`config.mk`:
```
export PLATFORM = sky130hd
export DESIGN_NAME = programmable_clock_divider
export DESIGN_NICKNAME = d
export VERILOG_FILES = /design/src/rtl/programmable_clock_divider_pkg.sv /design/src/rtl/clock_divider_channel.sv /design/src/rtl/programmable_clock_divider.sv
export SDC_FILE = /design/constraint.sdc
export NUM_CORES = 1
export LEC_CHECK = 0
export BUFFER_PORTS_ARGS = -buffer_cell sky130_fd_sc_hd__buf_2
export CORE_MARGIN = 4
export CORE_UTILIZATION = 55
export CTS_CLUSTER_SIZE = 25
export DETAILED_ROUTE_END_ITERATION = 10
export GPL_TIMING_DRIVEN = 0
export PLACE_DENSITY = 0.78
export SYNTH_ARGS = -nofsm -noshare
export SYNTH_HDL_FRONTEND = slang
export SYNTH_SLANG_ARGS = --single-unit
```
`constraint.sdc`:
```
create_clock -name clock_in -period 13.9 [get_ports clock_in]
set_clock_uncertainty 0.1 [all_clocks]
set_input_delay 1.39 -clock clock_in [delete_from_list [all_inputs] [get_ports clock_in]]
set_output_delay 1.39 -clock clock_in [all_outputs]
set_load 0.01 [all_outputs]
```
`src/rtl/programmable_clock_divider_pkg.sv`:
```
// Shared constants and channel mode type for the programmable clock divider.
// Imported by the channel and top-level modules.
package programmable_clock_divider_pkg;

    localparam int unsigned DIV_STOP        = 0;
    localparam int unsigned DIV_FAST        = 1;
    localparam int          DEFAULT_DIVISOR = 250000000;

    typedef enum logic [1:0] {
        MODE_STOP,
        MODE_FAST,
        MODE_RUN
    } chan_mode_t;

endpackage

```
`src/rtl/clock_divider_channel.sv`:
```
// One divider channel: counter, shadow divisor with boundary-only apply,
// and registered clock/tick outputs.
module clock_divider_channel
    import programmable_clock_divider_pkg::*;
#(
    parameter int DIV_WIDTH     = 28,
    parameter int RESET_DIVISOR = DEFAULT_DIVISOR
) (
    input  logic                 clock_in,
    input  logic                 reset,
    input  logic                 enable,
    input  logic                 restart,
    input  logic                 wr_en,
    input  logic [DIV_WIDTH-1:0] wr_divisor,
    output logic                 pending_out,
    output logic                 clock_out,
    output logic                 tick_out
);

    logic [DIV_WIDTH-1:0] count, active_div, shadow_div;
    logic                 pending;

    logic [DIV_WIDTH-1:0] count_n, active_n;
    logic                 wrap, apply, clk_n, tick_n;
    chan_mode_t           mode, mode_n;

    function automatic chan_mode_t mode_of(input logic [DIV_WIDTH-1:0] d);
        chan_mode_t m;
        m = MODE_RUN;
        unique case (1'b1)
            (d == DIV_WIDTH'(DIV_STOP)): m = MODE_STOP;
            (d == DIV_WIDTH'(DIV_FAST)): m = MODE_FAST;
            default:                     m = MODE_RUN;
        endcase
        return m;
    endfunction

    always_comb begin
        mode    = mode_of(active_div);
        wrap    = 1'b0;
        if (mode == MODE_RUN && enable)
            wrap = (count >= active_div - DIV_WIDTH'(1));
        // Period boundaries are the only safe points to swap divisors
        apply    = pending &&
                   (restart || wrap || mode != MODE_RUN || !enable);
        active_n = apply ? shadow_div : active_div;
        mode_n   = mode_of(active_n);

        if (restart || apply || wrap || mode != MODE_RUN)
            count_n = '0;
        else if (enable)
            count_n = count + DIV_WIDTH'(1);
        else
            count_n = count;

        clk_n  = 1'b0;
        tick_n = 1'b0;
        unique case (mode_n)
            MODE_STOP: begin
                clk_n  = 1'b0;
                tick_n = 1'b0;
            end
            MODE_FAST: begin
                clk_n  = 1'b1;
                tick_n = enable && !restart;
            end
            default: begin
                clk_n  = (count_n >= (active_n >> 1));
                tick_n = enable && !restart &&
                         (count_n == active_n - DIV_WIDTH'(1));
            end
        endcase
    end

    always_ff @(posedge clock_in or posedge reset) begin
        if (reset) begin
            count      <= '0;
            active_div <= DIV_WIDTH'(RESET_DIVISOR);
            shadow_div <= '0;
            pending    <= 1'b0;
            clock_out  <= 1'b0;
            tick_out   <= 1'b0;
        end else begin
            count      <= count_n;
            active_div <= active_n;
            clock_out  <= clk_n;
            tick_out   <= tick_n;
            // A same-edge write re-arms pending after the old shadow applies
            if (wr_en) begin
                shadow_div <= wr_divisor;
                pending    <= 1'b1;
            end else if (apply) begin
                pending    <= 1'b0;
            end
        end
    end

    assign pending_out = pending;

endmodule

```
`src/rtl/programmable_clock_divider.sv`:
```
// Multi-channel runtime-programmable clock divider (top level).
// Optional PROGRAMMABLE_CLOCK_DIVIDER_SYNC_EN adds sync_in phase alignment.
module programmable_clock_divider
    import programmable_clock_divider_pkg::*;
#(
    parameter int NUM_CHANNELS  = 4,
    parameter int DIV_WIDTH     = 28,
    parameter int RESET_DIVISOR = DEFAULT_DIVISOR,
    localparam int CHAN_W = (NUM_CHANNELS > 1) ? $clog2(NUM_CHANNELS) : 1
) (
    input  logic                    clock_in,
    input  logic                    reset,
`ifdef PROGRAMMABLE_CLOCK_DIVIDER_SYNC_EN
    input  logic                    sync_in,
`endif
    input  logic                    cfg_wr_en,
    input  logic [CHAN_W-1:0]       cfg_chan,
    input  logic [DIV_WIDTH-1:0]    cfg_divisor,
    input  logic [NUM_CHANNELS-1:0] chan_enable,
    output logic [NUM_CHANNELS-1:0] div_pending,
    output logic [NUM_CHANNELS-1:0] clock_out,
    output logic [NUM_CHANNELS-1:0] tick_out
);

    logic restart;

`ifdef PROGRAMMABLE_CLOCK_DIVIDER_SYNC_EN
    assign restart = sync_in;
`else
    assign restart = 1'b0;
`endif

    for (genvar i = 0; i < NUM_CHANNELS; i++) begin : g_chan
        logic wr_sel;

        assign wr_sel = cfg_wr_en && (cfg_chan == CHAN_W'(i));

        clock_divider_channel #(
            .DIV_WIDTH     (DIV_WIDTH),
            .RESET_DIVISOR (RESET_DIVISOR)
        ) u_chan (
            .clock_in    (clock_in),
            .reset       (reset),
            .enable      (chan_enable[i]),
            .restart     (restart),
            .wr_en       (wr_sel),
            .wr_divisor  (cfg_divisor),
            .pending_out (div_pending[i]),
            .clock_out   (clock_out[i]),
            .tick_out    (tick_out[i])
        );
    end

endmodule
```
## Word-level counts from Yosys, hierarchy flattened

Index checks and enable logic that the tools add are counted.

- Latch bits: 0
- Memory bits (writable): 0
- Output and inout port bits: 12
- Input port bits: 37
- Register bits: 348
- Memories: 0
- ROM bits: 0
- Word-level logic and storage cells: 164

- Add/sub/neg operators: 12
- Equal/unequal tests: 27
- Reductions and logical operators: 53
- Bitwise gates (word level): 0
- Magnitude comparators: 8
- Div/mod/pow operators: 0
- Muxes and demuxes: 40
- Multipliers: 0
- Shifts and indexed selects: 0

Operator list:

| operator | number |
|---|---|
| $mux 28 | 12 |
| $eq 28x1->1 const B | 8 |
| $logic_not 28->1 | 8 |
| $sub 28x1->28 const B | 8 |
| $add 28x1->28 const B | 4 |
| $eq 28x28->1 | 4 |
| $ge 28x27->1 | 4 |
| $ge 28x28->1 | 4 |
| $pmux 2 s2 | 8 |
| $logic_and 1x1->1 | 16 |
| $logic_or 1x1->1 | 16 |
| $pmux 1 s2 | 8 |
| $eq 2x2->1 const B | 6 |
| $mux 1 | 12 |
| $eq 2x1->1 const B | 5 |
| $logic_not 2->1 | 5 |
| $ne 2x2->1 const B | 4 |
| $reduce_bool 2->1 | 4 |
| $logic_not 1->1 | 4 |

## Logic depth before layout (Yosys ltp)

Gate-level depths: netlist of run 1.

- Depth in word-level cells: 14
- Depth in mapped cells: 36
- Depth with buffers taken out: 31

## Modules after synthesis

From an unflattened synthesis of run 1, not the netlist that was laid out.

- Cells, all modules: 2,772
- Area total of the unflattened synthesis: 26,867.0 sq um

Modules (own cells, without submodules):

| module | area an instance (sq um) | times used | cells an instance | sequential area each (sq um) |
|---|---|---|---|---|
| clock_divider_channel at g_chan[1].u_chan ... | 6,690.2 | 2 | 691 | 2,193.4 |
| clock_divider_channel at g_chan[3].u_chan | 6,740.2 | 1 | 709 | 2,193.4 |
| clock_divider_channel at g_chan[0].u_chan | 6,705.2 | 1 | 676 | 2,193.4 |
| programmable_clock_divider | 41.3 | 1 | 5 | 0.0 |

## Worst setup path before layout of run 1

OpenSTA, ideal clock, no wires.

- Kind: flip-flop to flip-flop
- From: register g_chan[3].u_chan.active_div[3]
- To: register g_chan[3].u_chan.clock_out
- Clock period less this slack: 7,281 ps
- Stages on the path, launching flop included: 36
- Setup slack: 6,619 ps
- Library setup time: 118 ps
- Arrival time: 7,062 ps
- Buffers on the path: 5
- Required time: 13,682 ps
- Cell sequence: dfrtp_1 > clkbuf_1 > nor4_1 > and4_1 > nand2_1 > nor2_1 > nand2_1 > nor2_1 > nand2_1 > xor2_1 > ha_1 > a21o_1 > a21o_1 > a211o_1 > a211oi_1 > nand2_2 > o21a_2 > buf_6 > buf_12 > buf_8 > buf_6 > a21oi_1 > inv_1 > ha_1 > nand2b_1 > a21o_1 > a21o_1 > a21o_1 > a21o_1 > a21o_1 > a2111oi_0 > o21bai_1 > a2111oi_0 > o21ai_0 > a311o_1 > a21o_1

- Longest elaborated chain between the ends: 13
- Elaborated cells on any way between the ends: 23
- Classes of those cells: 1 x add/sub; 2 x order compare; 5 x eq/ne; 6 x mux; 9 x reduce/logical

RTL lines:

| what | line | RTL |
|---|---|---|
| from (decl) | clock_divider_channel.sv:20 | `logic [DIV_WIDTH-1:0] count, active_div, shadow_div;` |
| from (signal assigned) | clock_divider_channel.sv:78 | `active_div <= DIV_WIDTH'(RESET_DIVISOR);` |
| from (signal assigned) | clock_divider_channel.sv:85 | `active_div <= active_n;` |
| parallel branches: the longest is 5 deep, another holds $sub 28x1->28 | n/a |  |
| $logic_or 1x1->1 (*) (2 in series) | clock_divider_channel.sv:45 | `(restart \|\| wrap \|\| mode != MODE_RUN \|\| !enable);` |
| $logic_and 1x1->1 (*) | clock_divider_channel.sv:44 | `apply = pending &&` |
| $mux 28 (*) | clock_divider_channel.sv:46 | `active_n = apply ? shadow_div : active_div;` |
| via g_chan[3].u_chan.active_n[1] | clock_divider_channel.sv:23 | `logic [DIV_WIDTH-1:0] count_n, active_n;` |
| parallel branches: the longest is 3 deep, another holds $ge 28x27->1 | n/a |  |
| $pmux 1 s2 (*) | clock_divider_channel.sv:58 | `unique case (mode_n)` |
| via g_chan[3].u_chan.clk_n | clock_divider_channel.sv:24 | `logic wrap, apply, clk_n, tick_n;` |
| to (signal assigned) | clock_divider_channel.sv:86 | `clock_out <= clk_n;` |
| to (decl) | clock_divider_channel.sv:16 | `output logic clock_out,` |

Mark *: on every way through the listed nets, which the timed path passes.
A chain may end at the register's enable or synchronous reset.

## Final worst setup path of run 1

- From: register g_chan[0].u_chan.active_div[2]
- To: register g_chan[0].u_chan.clock_out

- Longest elaborated chain between the ends: 13
- Elaborated cells on any way between the ends: 23
- Classes of those cells: 1 x add/sub; 2 x order compare; 5 x eq/ne; 6 x mux; 9 x reduce/logical

RTL lines:

| what | line |
|---|---|
| from (decl) | clock_divider_channel.sv:20 |
| from (signal assigned) | clock_divider_channel.sv:78 |
| from (signal assigned) | clock_divider_channel.sv:85 |
| parallel branches: the longest is 5 deep, another holds $sub 28x1->28 | n/a |
| $logic_or 1x1->1 (*) (2 in series) | clock_divider_channel.sv:45 |
| $logic_and 1x1->1 (*) | clock_divider_channel.sv:44 |
| $mux 28 (*) | clock_divider_channel.sv:46 |
| via g_chan[0].u_chan.active_n[1] | clock_divider_channel.sv:23 |
| parallel branches: the longest is 3 deep, another holds $ge 28x27->1 | n/a |
| $pmux 1 s2 (*) | clock_divider_channel.sv:58 |
| via g_chan[0].u_chan.clk_n | clock_divider_channel.sv:24 |
| to (signal assigned) | clock_divider_channel.sv:86 |
| to (decl) | clock_divider_channel.sv:16 |

Marks and branches as above.

==> results.md, run 1 <==
STA:
- Based on the critical path, the design can be clocked at up to 106 MHz.
- Of the available clock period, the critical path in the final layout requires 68.1%.
- The minimum period implied by the final worst setup slack is 9470 ps.
- The transition time of the tightest slew-check pin is 1020 ps.
- The hold violation total from the final report is 0.
- Setup repair after global routing left no endpoint under its margin.
- The final-report max-slew violation count is 0.
- The number of setup violations in the final report is 0.
- The relative slew slack is 31.3%.
- Across all setup checks in the final design, the least slack found is 4430 ps.

Routing:
- The final route contains 22.8k vias.
- The aggregate routed wire length is 81100 µm.
- The mean number of vias per cell is 6.36.
- In this run the remaining antenna-violating nets after routing total 0.
- The routed wire length per instance is 22.6 µm.
- After the first detailed-routing iteration, the DRC count stood at 2329.
- The count of unresolved DRC violations after routing is 0.
- The first-pass iteration count of the detailed router is 7.

Min path:
- The startpoint of the worst hold path is g_chan[1].u_chan.shadow_div[20]$_DFFE_PP0P_.
- The instance count along the most critical hold path is 1.
- The sink of the worst hold path is g_chan[1].u_chan.shadow_div[20]$_DFFE_PP0P_.
- The path class of the tightest hold or removal check is flop to flop.

Power:
- IR analysis of the VDD net gives a maximum drop of 0.103 mV.
- The power density over cell area is 152 nW/µm².
- The leakage power is 13.5 nW.

Placed design:
- Summed over all nets, the half-perimeter wirelength after detailed placement is 62500 µm.
- The cell count after placement is 3513.
- The minimum setup slack after placement is 4630 ps.
- During placement, the flow inserted port buffers numbering 45.
- Routability-driven placement finished with a final weighted congestion of 1.02.

Setup path:
- The startpoint identified for the worst register-to-register timing path is g_chan[0].u_chan.active_div[2]$_DFF_PP0_.
- On the worst path, the slowest cell contributes a delay of 640 ps.
- The worst register-to-register path has a depth of 33.
- For flop-to-flop paths, the worst setup slack is 4430 ps.
- The critical path buffer and inverter count is 6.
- The worst register-to-register path ends at g_chan[0].u_chan.clock_out$_DFF_PP0_.
- The worst setup path is launched from a flop.
- The largest fanout of any net on the critical path is 10.
- The cell type with the highest occurrence count on the critical path is a21o_1.
- The worst setup path is of the flop to flop kind.
- Data on the critical path is required at its endpoint by 14240 ps.
- The critical path capture point type is a flop.
- The gate family responsible for the most delay along the worst path is compound AO/OA/AOI/OAI gates.
- The arrival time at the worst endpoint is 9800 ps.
- Tracing the worst setup path back leads to its startpoint at g_chan[0].u_chan.active_div[2]$_DFF_PP0_.
- The library cell contributing the largest single delay on the critical path is buf_1.

CTS:
- The number of clock buffers added by TritonCTS is 42.
- The number of sinks handled by clock tree synthesis is 348.
- The number of buffers inserted by hold repair at cts is 0.
- The clock latency on the worst-skew pair is 590 ps.
- The H-tree was split into 2 levels.
- The count of cells resized by post-cts repair is 0.
- Clock-pin slew was measured on the worst setup and hold paths at 60 ps.
- CTS placed an instance of clkbuf_16 at the clock tree root.
- The total setup buffers inserted after CTS is 0.
- The clock passes through at most 3 buffers.
- TritonCTS built the clock tree.

Synth:
- The average cell area after synthesis is 9.39 µm².
- The simple-gate share of the synthesized area is 19.2%.
- The net count after synthesis is 3132.
- In this run the cell area of the synthesized design comes to 26800 µm².
- The fraction of registers with async set/reset is 100%.
- The flip-flop and latch count after synthesis is 348.
- Summing the areas of all compound-gate instances in the mapped netlist gives 9.07% of the synthesized area.
- The xor and xnor fraction of the mapped netlist area is 12.3%.
- The share of synthesized area spent on multiplexers is 11.0%.
- The number of instances in the synthesized netlist is 2851.
- Counting flops with a built-in enable in the synthesized netlist gives 0.
- Sequential elements use 32.8% of the synthesized area.
- The prevailing post-synth register cell is dfrtp_1.
- The number of warning messages in the yosys log is 0.
- The synthesized netlist contains 95 unique library cells.
- After Yosys synthesis, full adders, half adders and majority gates account for 11.4% of the synthesized area.
- By area, the combinational part of the netlist is dominated by simple AND/OR/NAND/NOR gates.

Floorplan:
- The initialized floorplan defines 80 standard-cell rows.
- The initial standard-cell utilization of the core is 55.8%.
- The die is 229 µm wide.
- The height of the die is 229 µm.
- The floorplan step defined a die boundary enclosing 52300 µm².
- The region available for standard cell placement spans 47900 µm².
- The number of I/O pins is 49.

Global routing:
- The first global-routing pass estimated 127000 µm of wire.
- The number of global-route vias before repair is 22.6k.
- The maximum number of pins on one net before global-route repair is 132.
- The number of antenna violations at the first check in global routing is 2.
- The total routing resource utilization after global routing is 30.4%.
- The remaining global-route overflow is 0.

Run:
- Max-cap violations in this run came to 0.

Layout:
- Leaving out fill and tap cells, the most frequent cell in the layout is dfrtp_1.
- The final layout contains 3223 nets.
- Of the cells placed in the final design, the portion with a size suffix greater than 1 is 13.5%.
- The layout filler cell count is 4015.
- Once layout is complete, the cells apart from fillers number 3594.
- In the layout the commonest cells are 296 x dfrtp_1, 290 x nor2_1, 244 x ha_1, 225 x xnor2_1, 169 x nand2_1.
- The area growth from synthesis to layout is 9.51%.

Status:
- The flow ran to the end, and the final reports show no timing, DRC or antenna violations.
report_power, final:
group / internal (mW) / switching (mW)
sequential: 1.26 / 0.311
combinational: 0.718 / 0.991
clock: 0.703 / 0.479
total: 2.68 / 1.78
cells by family after synthesis:
logic type / Yosys count
AND/OR/NAND/NOR: 1016
XOR/XNOR: 370
AO/OA/AOI/OAI: 356
flip-flops: 348
multiplexers: 273
buffers and inverters: 244
adder cells (fa/ha/maj): 244
state kept, by name (all words and copies together), names as in the netlist:
register / flops
g_chan.u_chan.pending_out: 4
g_chan.u_chan.shadow_div: 112
g_chan.u_chan.tick_out: 4
g_chan.u_chan.clock_out: 4
g_chan.u_chan.count: 112
g_chan.u_chan.active_div: 112
how the worst max path moves through the flow:
stage / depth (start not counted) / endpoint / slack (ps)
finish: 33 / g_chan[0].u_chan.clock_out$_DFF_PP0_ / 4430
global route: 33 / g_chan[0].u_chan.clock_out$_DFF_PP0_ / 3890
detailed placement: 32 / g_chan[0].u_chan.clock_out$_DFF_PP0_ / 4630
global placement: 2 / g_chan[2].u_chan.count[6]$_DFF_PP0_ / -1080
floorplan: 1 / g_chan[0].u_chan.active_div[0]$_DFF_PP0_ / 2850
CTS: 32 / g_chan[0].u_chan.clock_out$_DFF_PP0_ / 4620
synth_stat cells, drive strengths merged, types with 14 or more instances:
master / n / area share, %
a21o: 65 / 1.8
a21oi: 90 / 1.7
a31oi: 21 / 0.49
and2: 16 / 0.37
and3: 24 / 0.56
buf: 46 / 1.4
clkbuf: 43 / 0.60
dfrtp: 296 / 28
dfstp: 52 / 5.1
ha: 244 / 11
inv: 155 / 2.2
mux2: 134 / 5.7
mux2i: 139 / 5.4
nand2: 170 / 2.4
nand2b: 29 / 0.68
nand3: 76 / 1.4
nand4: 80 / 1.9
nor2: 290 / 4.1
nor2b: 20 / 0.47
nor3: 130 / 2.4
nor4: 53 / 1.3
o21ai: 61 / 1.2
or2: 14 / 0.34
or3: 36 / 0.86
or4: 20 / 0.59
xnor2: 225 / 7.4
xor2: 141 / 4.6
layer usage:
layer	global-route usage, %	routed length, µm	vias up
li1	-	-	10379
met1	42.8	35300	11167
met2	47.8	36400	1081
met3	4.71	6410	216
met4	10.7	3090	0
met5	0	0	-
through the flow:
| step | total power [mW] | util [%] | area (µm²) | hold WS, ps | TNS [ps] |
|---|---|---|---|---|---|
| finish | 4.46 | 61.1 | 29300 | 437 | 0 |
| floorplan | 2.74 | - | 26800 | 390 | 0 |
| CTS | 4.43 | 61.1 | 29300 | 439 | 0 |
| global placement | 3.16 | 57.9 | 27800 | 419 | -311530 |
| global route | 4.71 | 61.1 | 29300 | 458 | 0 |
| detailed placement | 3.23 | 58.0 | 27800 | 426 | 0 |
layout make-up:
type	count	area, µm²	share of cell area [%]
repair buffers	47	280	0.956
well taps	615	769	2.63
clock inverters	22	243	0.828
diodes	3	7.51	0.0256
inverters	155	589	2.01
clock buffers	56	1240	4.22
multi-input cells	2259	16900	57.6
plain buffers	89	537	1.83
flip-flops and latches	348	8770	29.9
worst reg2reg max path: cells and delay by family, from the launching register on:
family	cells	cell delay [ps]
buffers and inverters	6	1810
DFF	1	450
AOI/OAI and AO/OA	13	3260
muxes	1	380
xor gates and xnor gates	1	170
and+or+nand+nor	10	2580
adders and majority gates	2	560
(Power assumes the default switching activity.)
==> inputs of run 2 (changes only) <==
ABC_AREA = 1   (was not set)
PLACE_DENSITY = 0.81   (was 0.78)
clock period = 8.7 ns   (was 13.9 ns; I/O delays follow)
==> results.md, run 2 <==
Status:
- The run finished with clean final reports.

Synth:
- The flip-flop and latch count after synthesis is 348.
- By count the netlist is led by 1334 x nand2_1, 537 x inv_1, 459 x nor2_1.
- The dominant cell by count in the synthesized netlist is nand2_1.
- After synthesis the cells add up to 29500 µm².
- Counting flops with a built-in enable in the synthesized netlist gives 0.
- Synthesis produced a netlist with a net count of 4608.
- Of all flip-flops after synthesis, the portion carrying an async set or reset was 100%.
- Among all flip-flop cells after synthesis, the most frequent one is dfrtp_1.
- Summed over all instances, the cell type with the most area after synthesis is dfrtp_1.
- The number of instances in the synthesized netlist is 4327.
- For this run, the number of Yosys warnings is 0.
- By area the synthesized netlist is led by dfrtp_1 25%, nand2_1 17%, ha_1 10%.
- Synthesis instantiated 55 different standard cells from the library.
- Averaged over all synthesized cells, the footprint is 6.82 µm².
- The share of the Yosys chip area taken by registers is 29.7%.
- The top-area cell type share of the netlist area is 25.1%.

Global routing:
- The number of global-route vias before repair is 27.0k.
- The total routing resource utilization after global routing is 30.9%.
- The wire length of the first global-routing pass is 142000 µm.
- The maximum number of pins on one net before global-route repair is 45.
- For this run the aggregate overflow at the end of global routing stands at 0.
- The number of antenna violations at the first check in global routing is 2.

Setup path:
- The startpoint of the worst-slack reg-to-reg timing path is g_chan[1].u_chan.active_div[2]$_DFF_PP0_.
- The slowest stage of the critical path is the nor4_1 cell.
- On the worst path, the slowest cell contributes a delay of 510 ps.
- At the worst endpoint, the required time is 9050 ps.
- The largest fanout of any net on the critical path is 10.
- The worst reg-to-reg setup slack is 1150 ps.
- Counting cells, the worst reg-to-reg path comes to 44.
- The capturing point of the worst reg2reg path is g_chan[1].u_chan.clock_out$_DFF_PP0_.
- The critical path is of the flop to flop type.
- The arrival time at the worst endpoint is 7900 ps.
- The worst setup path is launched from a flop.
- The cell type with the highest occurrence count on the critical path is nand2_1.
- STA classifies the critical path endpoint as a flop.

Floorplan:
- The horizontal extent of the die is 240 µm.
- The die covers 57400 µm².
- The area inside the core boundary is 52900 µm².
- 49 I/O pins were placed.
- The height of the die is 240 µm.
- The initial standard-cell utilization of the core is 55.8%.
- The initialized floorplan defines 84 standard-cell rows.

Power:
- For this design the ratio of total power to cell area is 200 nW/µm².
- The leakage power is 17.0 nW.
- Of the total power, the clock network draws 26.9%.
- The total net switching power is 2.71 mW.
- The proportion of total power due to net switching is 42.1%.
- Combinational logic burns 40.0% of the power.
- The power share of the sequential group is 33.1%.
- The worst-case IR drop observed on VDD is 0.197 mV.
- Cell internal power was estimated by the tool at 3.72 mW.
- The total power after layout is 6.42 mW.

STA:
- The sum of negative setup slack is 0 ps.
- Setup repair after global routing left no endpoint under its margin.
- For this run, the top clock speed supported by timing is 132 MHz.
- The number of setup violations in the final report is 0.
- The hold violation total from the final report is 0.
- The final-report max-slew violation count is 0.
- The transition time of the tightest slew-check pin is 893 ps.
- The relative slew slack is 39.9%.
- The minimum period implied by the final worst setup slack is 7550 ps.
- The worst path uses 86.8% of the clock period.

Layout:
- The net total in the final layout is 4705.
- Cells fill 60.7% of the core in the end.
- Compared with the post-synthesis result, the final layout area differs by 8.75%.
- The area of the multi-input gates is 18000 µm².
- Fill cells in the final layout number 4820.
- In the final layout, the registers with the most flip-flops are g_chan.u_chan.active_div: 112 flops, g_chan.u_chan.count: 112 flops, g_chan.u_chan.shadow_div: 112 flops.
- Cells with a size suffix above 1 make up 8.80% of the layout.
- The library cells used most frequently in the layout, excluding fill and tap cells, are 1334 x nand2_1, 536 x inv_1, 459 x nor2_1, 335 x nand3_1, 296 x dfrtp_1.
- The finished layout holds 5145 standard cells, fillers aside.
- The combined flip-flop and latch cell area is 8770 µm².
- The library cell used most frequently in the layout, excluding fill and tap cells, is nand2_1.

Placed design:
- The estimated wirelength of the detail-placed design is 72300 µm.
- The cell count after placement is 5069.
- During placement, the flow inserted port buffers numbering 45.
- Routability-driven placement finished with a final weighted congestion of 0.987.

Routing:
- In the final routed layout, each cell accounts on average for 17.5 µm.
- The first-pass iteration count of the detailed router is 7.
- The final antenna-violating net count is 0.
- The first routing iteration left 2844 violations.
- Dividing the detail-routed via count by the number of cells gives 5.62.
- The overall via count from detail_route is 28.9k.
- The aggregate routed wire length is 89900 µm.
- The count of unresolved DRC violations after routing is 0.

CTS:
- The count of cells resized by post-cts repair is 0.
- In this run the post-CTS setup repair buffer count came out at 0.
- Clock latency on the worst-skew pair, taken at its later pin, is 590 ps.
- The tree built by TritonCTS fans out to 348 sinks.
- After clock tree synthesis, the clock-pin slew on the worst setup and hold paths is 60 ps.
- The largest buffer count on any clock path is 3.
- The count of H-tree levels built during CTS is 2.
- The clock root buffer is clkbuf_16.
- TritonCTS built the clock tree.
- After clock tree synthesis, the flow added hold-fix buffers numbering 0.
- The CTS buffer count is 41.

Run:
- Across the run, the number of max-cap violations was 0.

Min path:
- The worst min-delay path category is input pin to asynchronous set/reset pin.
run 2: changes by cell type in the layout (fill, tap and decap cells not counted), moves of 34 or more:
cell	delta
nor3_1	-61
mux2i_1	-123
or3_1	-34
nand2_1	+1165
nor2_1	+169
nor2_2	+34
a21o_1	-61
nand3b_1	+69
nand3_1	+260
mux2_2	-133
xnor2_1	-190
nand2_2	+46
o21ai_0	+106
inv_1	+383
run 2: cells by family (layout without fill, tap and decap cells):
family	Yosys count	count (layout)	share of synthesized area, %
mux	4	4	0.136
compound gates	335	335	6.21
buf+inv	661	790	9.21
other cells	0	1	0
flops	348	348	29.7
xor+xnor	215	215	6.99
simple gates	2520	2520	37.4
fa+ha+maj	244	244	10.3
run 2: metal layers:
metal  up-vias  share of wire [%]  track usage, %
met5         -                  0               0
met4         0                5.2            14.6
met3       255                7.6            3.85
met2      1247                 45            49.9
met1     13384                 42            41.4
li1      14032                  -               -
run 2: stage by stage:
stage	instance area (µm²)	hold WS (ps)	setup slack, ps
global placement	30600	362	930
detailed placement	30800	366	1360
finish	32100	319	1150
CTS	32100	312	1330
global route	32100	376	587
floorplan	29500	344	2980
run 2: worst max-delay path by stage:
stage                                             start                                    to  slack (ps)  cells past startpoint
3_3_place_gp                                      reset  g_chan[0].u_chan.count[26]$_DFF_PP0_         930                      2
2_1_floorplan  g_chan[1].u_chan.active_div[2]$_DFF_PP0_  g_chan[1].u_chan.clock_out$_DFF_PP0_        2980                     46
5_1_grt        g_chan[1].u_chan.active_div[2]$_DFF_PP0_  g_chan[1].u_chan.clock_out$_DFF_PP0_         590                     44
3_5_place_dp   g_chan[1].u_chan.active_div[2]$_DFF_PP0_  g_chan[1].u_chan.clock_out$_DFF_PP0_        1360                     44
4_1_cts        g_chan[1].u_chan.active_div[2]$_DFF_PP0_  g_chan[1].u_chan.clock_out$_DFF_PP0_        1330                     44
6_report       g_chan[1].u_chan.active_div[2]$_DFF_PP0_  g_chan[1].u_chan.clock_out$_DFF_PP0_        1150                     44
run 2: area by class of cell:
cell class | instances | share of cell area, %
tap | 688 | 2.68
clock buffer | 58 | 3.58
multi-input combinational | 3318 | 56.2
sequential | 348 | 27.3
inverter | 564 | 6.61
clock inverter | 17 | 0.499
timing repair buffer | 54 | 1.26
antenna | 1 | 0.00780
buffer | 97 | 1.87
run 2: worst max-delay path: cells and delay by family, from the launching register on:
family	cells	cell delay (ps)
and+or+nand+nor	30	4490
AOI/OAI and AO/OA	7	850
buffers and inverters	4	630
adders and majority gates	2	630
DFF	1	420
xor gates and xnor gates	1	300
run 2: power groups by stage:
| stage | Clock (mW) | Sequential [mW] | Combinational, mW |
|---|---|---|---|
| after global placement | 0 | 2.14 | 2.43 |
| after CTS | 1.75 | 2.12 | 2.52 |
| after floorplan | 0 | 2.08 | 1.87 |
| after detailed placement | 0 | 2.14 | 2.50 |
| final | 1.73 | 2.13 | 2.57 |
| after global routing | 1.81 | 2.16 | 2.89 |
==> inputs of run 3 (changes only) <==
PLACE_DENSITY = 0.74   (was 0.81)
clock period = 8.1 ns   (was 8.7 ns; I/O delays follow)
==> results.md, run 3 (synthesized netlist as in run 2, its figures left out) <==
Status:
- The flow ran to the end, and the final reports show no timing, DRC or antenna violations.

Floorplan:
- 49 I/O pins were placed.
- For this configuration, the core starts out at a cell density of 55.8%.
- The die is 240 µm tall.
- The floorplan die area is 57400 µm².
- The row count is 84.
- In this run the horizontal extent of the chip is 240 µm.
- The area inside the core boundary is 52900 µm².

CTS:
- The clock tree from TritonCTS is yes.
- After clock tree synthesis, the flow added hold-fix buffers numbering 0.
- The later pin in the worst-skew pair is clocked with a latency of 590 ps.
- After clock tree synthesis, the setup repair step added 0 buffers.
- Clock tree synthesis inserted a total of 42 buffers.
- The count of cells resized by post-cts repair is 0.
- After clock tree synthesis, the clock-pin slew on the worst setup and hold paths is 60 ps.
- The longest clock path from root to sink contains 3 buffers.
- The clock drives 348 sinks.
- The clock root buffer is clkbuf_16.
- In this run the number of H-tree levels came out at 2.

STA:
- In this run the tightest slew margin relative to its limit is 43.2%.
- Setup slack closes at 873 ps.
- The final-report max-slew violation count came to 0.
- The hold violation total from the final report is 0.
- The routed design could run at a clock period as short as 7230 ps.
- Of the available clock period, the critical path in the final layout requires 89.2%.
- After routing, the total negative slack on setup checks comes to 0 ps.
- The transition time of the tightest slew-check pin is 846 ps.
- Setup violations remaining at the end of the flow were counted as 0.
- For this run, the top clock speed supported by timing is 138 MHz.
- Hold is met by 180 ps.
- Setup repair after global routing left no endpoint under its margin.

Setup path:
- The largest fanout of any net on the critical path is 10.
- The gate family responsible for the most delay along the worst path is simple AND/OR/NAND/NOR gates.
- The startpoint of the worst-slack reg-to-reg timing path is g_chan[3].u_chan.active_div[0]$_DFF_PP0_.
- The critical path capture point type is a flop.
- For this design, the slowest cell found on the critical path is dfrtp_1.
- The worst endpoint required time is 8480 ps.
- The worst setup path is of the flop to flop kind.
- The cell type with the highest occurrence count on the critical path is nand2_1.
- The depth of the worst register-to-register path is 39.
- The capturing point of the worst reg2reg path is g_chan[3].u_chan.tick_out$_DFF_PP0_.
- The setup check on the worst reg-to-reg path leaves a slack of 870 ps.
- The arrival time at the worst endpoint is 7610 ps.
- The delay of the slowest cell on the worst path is 400 ps.
- The worst setup path is launched from a flop.
- Together, buffers and inverters on the worst path number 3.

Layout:
- After the last flow step, the layout net total stands at 4707.
- The library cell used most frequently in the layout, excluding fill and tap cells, is nand2_1.
- In the layout the commonest cells are 1334 x nand2_1, 536 x inv_1, 459 x nor2_1, 335 x nand3_1, 296 x dfrtp_1.
- The layout filler cell count is 5000.
- The number of antenna repair diodes is 0.
- Relative to the synthesized area, the layout overhead comes to 9.27%.
- The largest registers in the layout are g_chan.u_chan.active_div: 112 flops, g_chan.u_chan.count: 112 flops, g_chan.u_chan.shadow_div: 112 flops.
- The post-route netlist has 8.99% of its cells at a drive strength greater than 1.
- The cell area after layout is 32300 µm².
- Cells fill 61.0% of the core in the end.

Global routing:
- The number of antenna violations at the first check in global routing was 2.
- The remaining global-route overflow is 0.
- Entering global routing, the biggest net connects 40 pins.
- The first global-routing pass estimated 143000 µm of wire.
- The number of global-route vias before repair is 26.2k.
- The total routing resource utilization after global routing is 31.4%.

Routing:
- After detailed routing, the total wire length is 91000 µm.
- The starting DRC count in detailed routing is 2358.
- The first-pass iteration count of the detailed router is 5.
- Dividing the detail-routed wire length by the instance count gives 17.7 µm.
- The overall via count from detail_route is 28.3k.
- Once detail routing completed, the nets flagged for antenna violations numbered 0.
- The mean number of vias per cell is 5.50.
- After detailed routing, the number of remaining DRC violations is 0.

Power:
- Cell internal power was estimated by the tool at 4.13 mW.
- The share of total power dissipated in sequential elements is 32.4%.
- The clock share of power is 28.6%.
- The maximum vdd drop is 0.197 mV.
- In this run, the combinational gates consume 39.0% of the power.
- The leakage power is 17.1 nW.
- Summed over all nets, the switching power comes to 2.93 mW.
- The power density over cell area is 219 nW/µm².
- The proportion of total power due to net switching is 41.6%.

Placed design:
- OpenSTA, run right after detailed placement, puts the worst setup slack at 702 ps.
- The HPWL after detailed placement is 74400 µm.
- The number of I/O port buffers is 45.
- The routability-driven placement congestion ratio is 0.974.
- The placed instances occupy a cell area of 30800 µm².

Run:
- Across the run, the number of max-cap violations was 0.

Min path:
- In this run the worst hold path is classified as input pin to asynchronous set/reset pin.
==> run 3: per-stage QoR <==
step / power [mW] / cells
after floorplan: 4.24 / 4327
after global placement: 4.95 / 5060
after detailed placement: 5.00 / 5070
after CTS: 7.04 / 5147
after global routing: 7.54 / 5147
final: 7.06 / 5147
==> run 3: final cells by class <==
| cell class | count | area, µm² | area share (%) |
|---|---|---|---|
| flip-flops and latches | 348 | 8770 | 27.2 |
| clock buffers | 55 | 1180 | 3.66 |
| multi-input cells | 3318 | 18000 | 55.9 |
| inverters | 564 | 2120 | 6.58 |
| well taps | 688 | 861 | 2.67 |
| repair buffers | 55 | 425 | 1.32 |
| clock inverters | 22 | 258 | 0.799 |
| plain buffers | 97 | 602 | 1.87 |
==> run 3: worst max path at each step <==
stage                                             start                              endpoint  slack [ps]  cells after the start
2_1_floorplan  g_chan[1].u_chan.active_div[2]$_DFF_PP0_  g_chan[1].u_chan.clock_out$_DFF_PP0_        2380                     46
3_5_place_dp   g_chan[1].u_chan.active_div[2]$_DFF_PP0_  g_chan[1].u_chan.clock_out$_DFF_PP0_         700                     44
5_1_grt        g_chan[1].u_chan.active_div[2]$_DFF_PP0_  g_chan[1].u_chan.clock_out$_DFF_PP0_          30                     46
3_3_place_gp                                      reset  g_chan[0].u_chan.count[22]$_DFF_PP0_         260                      2
4_1_cts        g_chan[1].u_chan.active_div[2]$_DFF_PP0_  g_chan[1].u_chan.clock_out$_DFF_PP0_         630                     44
6_report       g_chan[3].u_chan.active_div[0]$_DFF_PP0_   g_chan[3].u_chan.tick_out$_DFF_PP0_         870                     39
==> run 3: metal layers <==
layer  routed length [µm]  part of all wire (%)  GRT usage, %  up-vias
met5                    0                     0             0        -
met4                 3900                   4.3          11.9        0
met3                 6630                   7.3          4.79      201
met2                40200                    44          49.6     1005
met1                40300                    44          43.8    13034
li1                     -                     -             -    14057
==> run 3: power by group through the flow <==
stage / clock network (mW) / logic, mW / registers, mW
6_report: 2.02 / 2.75 / 2.29
5_1_grt: 2.11 / 3.11 / 2.32
4_1_cts: 2.04 / 2.72 / 2.28
3_5_place_dp: 0 / 2.70 / 2.31
3_3_place_gp: 0 / 2.64 / 2.31
2_1_floorplan: 0 / 2.01 / 2.23
